File: src/rtl/modulate_quarter_rot_mc.sv
// modulate_quarter_rot_mc
// Multi-channel complex rotator: each accepted sample is multiplied by j^q,
// where q is a 2-bit per-channel phase that advances by 'step' on every
// accepted sample of that channel. One-stage registered output with
// valid/ready handshake, one sample per clock.
// Optional feature macro: MODULATE_SAT_EN (saturating negation of the most
// negative value, flagged on dout_sat). Undefined: negation wraps.
module modulate_quarter_rot_mc #(
   parameter int  G_DWIDTH = 24,
   parameter int  G_NCH    = 2,
   localparam int CW       = (G_NCH > 1) ? $clog2(G_NCH) : 1
) (
   input  logic                clk,
   input  logic                reset,
   input  logic                enable,
   input  logic [1:0]          step,
   input  logic                phase_clr,
   input  logic [G_DWIDTH-1:0] din_re,
   input  logic [G_DWIDTH-1:0] din_im,
   input  logic [CW-1:0]       din_chan,
   input  logic                din_valid,
   output logic                din_ready,
   output logic [G_DWIDTH-1:0] dout_re,
   output logic [G_DWIDTH-1:0] dout_im,
   output logic [CW-1:0]       dout_chan,
   output logic                dout_sat,
   output logic                dout_valid,
   input  logic                dout_ready
);

   typedef enum logic {SM_INIT, SM_RUN} state_t;

   state_t              state_reg, state_next;
   logic [1:0]          phase_reg [G_NCH];
   logic [G_NCH-1:0]    chan_hit;
   logic                chan_ok;
   logic [1:0]          q_sel;
   logic                accept;
   logic [G_DWIDTH-1:0] rot_re, rot_im;
   logic                rot_sat;
   logic [G_DWIDTH:0]   neg_re, neg_im;
   logic [G_DWIDTH-1:0] dout_re_reg, dout_im_reg;
   logic [CW-1:0]       dout_chan_reg;
   logic                dout_sat_reg, dout_valid_reg;

   // Two's complement negation; returns {saturated, value}.
   function automatic logic [G_DWIDTH:0] negate(input logic [G_DWIDTH-1:0] x);
      logic [G_DWIDTH-1:0] r;
      logic                s;
      r = -x;
      s = 1'b0;
`ifdef MODULATE_SAT_EN
      if (x == {1'b1, {(G_DWIDTH-1){1'b0}}}) begin
         r = {1'b0, {(G_DWIDTH-1){1'b1}}};
         s = 1'b1;
      end
`endif
      return {s, r};
   endfunction

   // Per-channel decode of the incoming channel index; out-of-range indices hit nothing.
   for (genvar gi = 0; gi < G_NCH; gi++) begin : g_hit
      assign chan_hit[gi] = (din_chan == CW'(gi));
   end

   assign chan_ok = |chan_hit;
   assign accept  = din_valid && din_ready;

   // State register.
   always_ff @(posedge clk) begin
      state_reg <= state_next;
   end

   // Next state and input ready; reset or enable low forces SM_INIT.
   always_comb begin
      state_next = state_reg;
      din_ready  = 1'b0;
      if (reset || !enable) begin
         state_next = SM_INIT;
      end else begin
         case (state_reg)
            SM_INIT: state_next = SM_RUN;
            SM_RUN:  state_next = SM_RUN;
            default: state_next = SM_INIT;
         endcase
      end
      din_ready = (state_reg == SM_RUN) && (!dout_valid_reg || dout_ready);
   end

   // Phase selection for the incoming sample; phase_clr or an unknown channel forces q=0.
   always_comb begin
      q_sel = 2'd0;
      for (int i = 0; i < G_NCH; i++) begin
         if (chan_hit[i]) q_sel = phase_reg[i];
      end
      if (phase_clr) q_sel = 2'd0;
   end

   // Quarter-turn rotation by j^q_sel.
   always_comb begin
      neg_re  = negate(din_re);
      neg_im  = negate(din_im);
      rot_re  = din_re;
      rot_im  = din_im;
      rot_sat = 1'b0;
      case (q_sel)
         2'd1: begin
            rot_re  = neg_im[G_DWIDTH-1:0];
            rot_im  = din_re;
            rot_sat = neg_im[G_DWIDTH];
         end
         2'd2: begin
            rot_re  = neg_re[G_DWIDTH-1:0];
            rot_im  = neg_im[G_DWIDTH-1:0];
            rot_sat = neg_re[G_DWIDTH] | neg_im[G_DWIDTH];
         end
         2'd3: begin
            rot_re  = din_im;
            rot_im  = neg_re[G_DWIDTH-1:0];
            rot_sat = neg_re[G_DWIDTH];
         end
         default: ;
      endcase
   end

   // Phase accumulators: advance the accepted channel, clear all on phase_clr.
   always_ff @(posedge clk) begin
      if (reset || !enable) begin
         for (int i = 0; i < G_NCH; i++) phase_reg[i] <= 2'd0;
      end else begin
         for (int i = 0; i < G_NCH; i++) begin
            if (accept && chan_ok && chan_hit[i])
               phase_reg[i] <= q_sel + step;
            else if (phase_clr)
               phase_reg[i] <= 2'd0;
         end
      end
   end

   // Output stage: load on accept, drop valid once consumed, hold while stalled.
   always_ff @(posedge clk) begin
      if (reset || !enable) begin
         dout_re_reg    <= '0;
         dout_im_reg    <= '0;
         dout_chan_reg  <= '0;
         dout_sat_reg   <= 1'b0;
         dout_valid_reg <= 1'b0;
      end else if (accept) begin
         dout_re_reg    <= rot_re;
         dout_im_reg    <= rot_im;
         dout_chan_reg  <= din_chan;
         dout_sat_reg   <= rot_sat;
         dout_valid_reg <= 1'b1;
      end else if (dout_valid_reg && dout_ready) begin
         dout_valid_reg <= 1'b0;
      end
   end

   assign dout_re    = dout_re_reg;
   assign dout_im    = dout_im_reg;
   assign dout_chan  = dout_chan_reg;
   assign dout_sat   = dout_sat_reg;
   assign dout_valid = dout_valid_reg;

endmodule

File: config.mk
export PLATFORM = sky130hd
export DESIGN_NAME = modulate_quarter_rot_mc
export DESIGN_NICKNAME = d
export VERILOG_FILES = /design/src/rtl/modulate_quarter_rot_mc.sv
export SDC_FILE = /design/constraint.sdc
export NUM_CORES = 1
export LEC_CHECK = 0
export BUFFER_PORTS_ARGS = -buffer_cell sky130_fd_sc_hd__buf_2
export CAP_MARGIN = 20
export CELL_PAD_IN_SITES_DETAIL_PLACEMENT = 0
export CELL_PAD_IN_SITES_GLOBAL_PLACEMENT = 1
export CORE_MARGIN = 8
export CORE_UTILIZATION = 34
export CTS_CLUSTER_DIAMETER = 80
export CTS_CLUSTER_SIZE = 14
export DETAILED_ROUTE_END_ITERATION = 10
export GPL_ROUTABILITY_DRIVEN = 0
export PLACE_DENSITY_LB_ADDON = 0.15
export SLEW_MARGIN = 20
export SYNTH_ARGS = -nofsm -noshare
export SYNTH_HDL_FRONTEND = slang
export SYNTH_SLANG_ARGS = --single-unit
File: constraint.sdc
create_clock -name clk -period 2.7 [get_ports clk]
set_clock_uncertainty 0.1 [all_clocks]
set_input_delay 0.27 -clock clk [delete_from_list [all_inputs] [get_ports clk]]
set_output_delay 0.27 -clock clk [all_outputs]
set_load 0.05 [all_outputs]
Yosys cells after proc, flatten, opt, wreduce, memory -nomap -nowiden

Memories as Yosys holds them, arrays and structs flattened.
Index checks and enable logic that the tools add are counted.

Bitwise operators: 5
Equal/unequal tests: 3
Multiplexer cells: 26
Reductions and logical operators: 10
Add/subtract/negate cells: 3

Operators by type and width:

| cell                                                 | count |
|---|---|
| case mux 24 bit (3 select lines)                     | 2 |
| negator 24 bit                                       | 2 |
| 2-to-1 mux 1 bit                                     | 18 |
| 2-to-1 mux 2 bit                                     | 6 |
| logical AND 1 bit                                    | 5 |
| equality test 2 bit (second input constant)          | 2 |
| OR 1 bit                                             | 4 |
| adder 2 bit                                          | 1 |
| equality test 2 x 1 -> 1 bit (second input constant) | 1 |
| logical NOT 1 bit                                    | 2 |
| logical OR 1 bit                                     | 2 |
| nonzero test 2 bit                                   | 1 |
| NOT 1 bit                                            | 1 |

RAM bits: 4
Register bits: 51
Output and inout port bits: 52
Memories kept: 1
Word-level logic and storage cells: 53
Input bits: 57

Memory list:

| name      | depth | width | rd ports | clocked after memory_dff | write ports | RTL line | source |
|---|---|---|---|---|---|---|---|
| phase_reg | 2     | 2     | 2        | 0                        | 2           | 34       | `logic [1:0] phase_reg [G_NCH];` |

Depth between registers and ports, before layout

Word-level depth: 10
Mapped depth: 13
Depth with buffers taken out: 10

Worst setup path before layout

Ideal clock, no wire load.

Kind: input port to flip-flop
Start: in phase_clr
End: mem phase_reg[0][1] (data pin)
Stages on the path: 12
Arrival time: 2345 ps
Buffers on the path: 4
Library setup time: 265 ps
Slack: -10 ps
Required time: 2335 ps
Path through: clkbuf_1 > or2_2 > inv_1 > buf_2 > buf_1 > clkbuf_1 > ha_1 > xnor2_1 > xnor2_1 > a21oi_1 > o32a_1 > nor2_1

RTL lines:

| element     | RTL line | source |
|---|---|---|
| from (decl) | 17       | `input logic phase_clr,` |
| to (decl)   | 34       |  |

==> results.md <==
Run status:
- The flow ran to the end, and the final reports show no timing, DRC or antenna violations.

Setup path:
- Walking the worst path, the cells encountered are mux2i_1 > nor2_2 > nor2_1 > a31oi_1 > o21a_1 > a32o_1.
- The largest individual stage delay along the critical path comes from the cell sky130_fd_sc_hd__nor2_1.
- The critical path data required time is about 2.8 ns.
- The element type at the critical path start is a flip-flop.
- Data arrives at the worst endpoint at roughly 2.5 ns.
- The setup path with the least slack is of type reg2reg.
- The cell family contributing the most delay on the critical path is simple AND/OR/NAND/NOR gates.
- Of all nets on the critical path, the largest fanout is 10.
- Together, buffers and inverters on the worst path number 0.
- STA classifies the critical path endpoint as a flip-flop.
- On the worst path, the slowest cell contributes a delay of 0.64 ns.

Floorplan:
- The number of I/O pins is between 100 and 150.
- The floorplan step defined a die boundary enclosing 16,000 sq um.
- The initial core utilization is a little over a third.
- In this run the horizontal extent of the chip is 126 microns.
- The total core area is around 12,000 sq um.
- Measured along the y axis, the die boundary spans between 100 and 150 microns.
- The floorplan row count is 40.

Routing:
- After detailed routing, the wire length on met1 is 7680 microns.
- The number of routed nets with antenna violations is 0.
- The DRC violation total after the first TritonRoute iteration is 370.
- The iteration count of the initial detailed-routing pass is 5.
- The met3 wire length is 1160 microns.
- The average detailed-routed wire length per instance is approximately 20 microns.
- The uppermost layer routed is met4.
- In the routed design, unresolved DRC markers number 0.
- Wire segments on met2 add up to roughly 7000 microns in the final route.
- Wires add up to 16,200 microns.
- The post-detailed-route via-to-cell ratio is 5.78.
- The routed via count is 4,755.

Global routing:
- Entering global routing, the biggest net connects 26 pins.
- The overall routing resource usage is between 20 and 25%.
- For this run the aggregate overflow at the end of global routing stands at 0.
- The initial antenna violation count is 0.
- The first global-routing pass estimated 25,700 microns of wire.
- The number of global-route vias before repair is 4,519.

CTS:
- The count of H-tree levels built during CTS is 2.
- In this run, post-CTS repair resized a total of 0 instances.
- For this design, the sink count on the clock tree is 55.
- The tree is rooted in a sky130_fd_sc_hd__clkbuf_16.
- The later-pin clock latency in the skew report is 0.31 ns.
- The total clock buffers created by CTS is 5.
- TritonCTS built the clock tree.
- The deepest clock path buffer count is 2.
- The clock-pin slew reported for the worst setup and hold paths after clock tree synthesis is about 0.080 ns.
- Once the clock tree was built, the setup fixing pass inserted 0 buffers.
- The hold-fix buffer count after cts is 0.

Placement:
- Port buffering added 107 buffers.
- After legalization and detailed placement, the total HPWL measured 12,300 microns.
- In this run the cell area measured after placement is 5010 sq um.

Final layout:
- The most frequent standard cell in the layout excluding fill and tap cells is sky130_fd_sc_hd__buf_2.
- In the layout the commonest cells are sky130_fd_sc_hd__buf_2, sky130_fd_sc_hd__nand2_1, sky130_fd_sc_hd__dfxtp_1.
- Of the cells placed in the final design, the portion with a size suffix greater than 1 is 25.5%.
- Compared with the post-synthesis result, the final layout area differs by 25.2%.
- The repair_antennas step left the layout with diodes totalling 0.
- After routing the design area is approximately 5200 sq um.
- After the last flow step, the layout net total stands at 734.

Timing:
- In this run the tightest slew margin relative to its limit is 46.6%.
- The hold violation count in the final report is 0.
- The final critical path time including I/O delays and setup is 2.35 ns.
- Setup repair after global routing left no endpoint under its margin.
- The measured slew at the worst slew-check pin is 0.798 ns.
- The count of final setup violators is 0.
- The maximum clock frequency is 0.425 GHz.
- Summed over all failing endpoints, the final setup total negative slack is 0 ns.
- The count of pins over their slew limit is 0.
- The final clock period utilization by the worst path is 87.1%.

Logic synthesis:
- The number of different library cells in the post-synthesis netlist is 66.
- For this run, asynchronously set or reset flops after synthesis account for 0%.
- The total nets after synthesis is 627.
- The number of enable flip-flop cells after synthesis is 2.
- After technology mapping, the gate count stands at 567.
- The commonest register cell after synthesis is sky130_fd_sc_hd__dfxtp_1.
- Counting flops and latches in the post-synthesis netlist gives 55.
- The count of yosys warnings during synthesis is 0.
- The share of the yosys chip area belonging to registers is 27.0%.
- The post-synthesis instance area is 4150 sq um.
- The average instance in the mapped netlist occupies 7.32 sq um.

Power and ir drop:
- The worst ir drop on vdd is 223 uV.
- Summed over all cells, the static leakage comes to 0.00213 uW.
- The areal power density over the cells is 409 nW/um^2.

Flow run:
- The max-capacitance violation count is 0.

Hold path:
- The worst min-delay path class is in2reg.
==> area by class of cell <==
| type | count | area (sq um) |
|---|---|---|
| fillers | 1301 | 6770 |
| multi-input cells | 459 | 2830 |
| flip-flops and latches | 55 | 1120 |
| repair buffers | 145 | 846 |
| well taps | 147 | 184 |
| clock buffers | 6 | 129 |
| clock inverters | 2 | 60.1 |
| inverters | 8 | 30.0 |
==> worst min-delay path, cell delays in order <==
cell and delay, ns:
sky130_fd_sc_hd__buf_2 0.14, sky130_fd_sc_hd__nand2_1 0.06, sky130_fd_sc_hd__a311oi_1 0.08
==> through the flow <==
stage | setup WS, ns | total power [uW] | util [%] | hold slack, ns | cells
2_1_floorplan | 0.0882 | 1100 | - | 0.306 | 567
3_3_place_gp | 0.200 | 1270 | 41.9 | 0.322 | 814
3_5_place_dp | 0.144 | 1270 | 41.9 | 0.325 | 814
4_1_cts | 0.353 | 2140 | 43.4 | 0.171 | 822
5_1_grt | 0.245 | 2210 | 43.4 | 0.180 | 822
6_report | 0.349 | 2130 | 43.4 | 0.183 | 822
==> report_power, final <==
| part | switching [uW] | internal, uW | leakage, uW |
|---|---|---|---|
| registers | 8.92 | 830 | 0.000452 |
| logic | 275 | 142 | 0.00159 |
| clock network | 336 | 533 | 0.0000911 |
==> per-layer routing <==
layer / vias to the layer above / GRT usage (%)
li1: 2303 / -
met5: - / 0
met2: 161 / 30.2
met4: 0 / 4.67
met3: 11 / 4.86
met1: 2280 / 28.1
==> logic make-up (layout without fill, tap and decap cells) <==
kind of cell / Yosys count / count (layout) / share of synthesized area (%)
compound gates: 180 / 180 / 28.6
xor+xnor: 51 / 51 / 10.8
fa+ha+maj: 3 / 3 / 0.905
buf+inv: 53 / 161 / 5.00
flops: 55 / 55 / 27.0
mux: 4 / 4 / 1.03
other cells: 1 / 1 / 0.0904
simple gates: 220 / 220 / 26.6
==> worst paths after layout <==
| path | startpoint | endpoint | slack (ns) | cells past startpoint |
|---|---|---|---|---|
| min | din_im[0] | dout_im[0] | 0.18 | 3 |
| min reg2reg | dout_im[12] | dout_im[12] | 0.33 | 2 |
| max | phase_reg[0][1] | dout_im[19] | 0.35 | 6 |
| max reg2reg | phase_reg[0][1] | dout_im[19] | 0.35 | 6 |
==> cell usage after synthesis (3+ instances only) <==
library cell | n | area, sq um
sky130_fd_sc_hd__a211oi_1 | 9 | 67.6
sky130_fd_sc_hd__a21oi_1 | 33 | 165
sky130_fd_sc_hd__a221oi_1 | 4 | 35.0
sky130_fd_sc_hd__a22oi_1 | 5 | 37.5
sky130_fd_sc_hd__a31oi_1 | 20 | 125
sky130_fd_sc_hd__a32o_1 | 10 | 100
sky130_fd_sc_hd__and3_1 | 6 | 37.5
sky130_fd_sc_hd__buf_1 | 4 | 15.0
sky130_fd_sc_hd__buf_2 | 4 | 20.0
sky130_fd_sc_hd__clkbuf_1 | 36 | 135
sky130_fd_sc_hd__dfxtp_1 | 53 | 1060
sky130_fd_sc_hd__ha_1 | 3 | 37.5
sky130_fd_sc_hd__inv_1 | 8 | 30.0
sky130_fd_sc_hd__nand2_1 | 78 | 293
sky130_fd_sc_hd__nand2b_1 | 4 | 25.0
sky130_fd_sc_hd__nand3_1 | 15 | 75.1
sky130_fd_sc_hd__nand4_1 | 6 | 37.5
sky130_fd_sc_hd__nor2_1 | 46 | 173
sky130_fd_sc_hd__nor3_1 | 19 | 95.1
sky130_fd_sc_hd__nor4_1 | 8 | 50.1
sky130_fd_sc_hd__o211ai_1 | 13 | 97.6
sky130_fd_sc_hd__o21ai_0 | 49 | 245
sky130_fd_sc_hd__o221ai_1 | 4 | 35.0
sky130_fd_sc_hd__o22ai_1 | 3 | 18.8
sky130_fd_sc_hd__o31ai_1 | 7 | 52.6
sky130_fd_sc_hd__or2_2 | 6 | 37.5
sky130_fd_sc_hd__or3_1 | 8 | 50.1
sky130_fd_sc_hd__or4_1 | 5 | 37.5
sky130_fd_sc_hd__xnor2_1 | 30 | 263
sky130_fd_sc_hd__xor2_1 | 21 | 184
(Power assumes the default switching activity.)
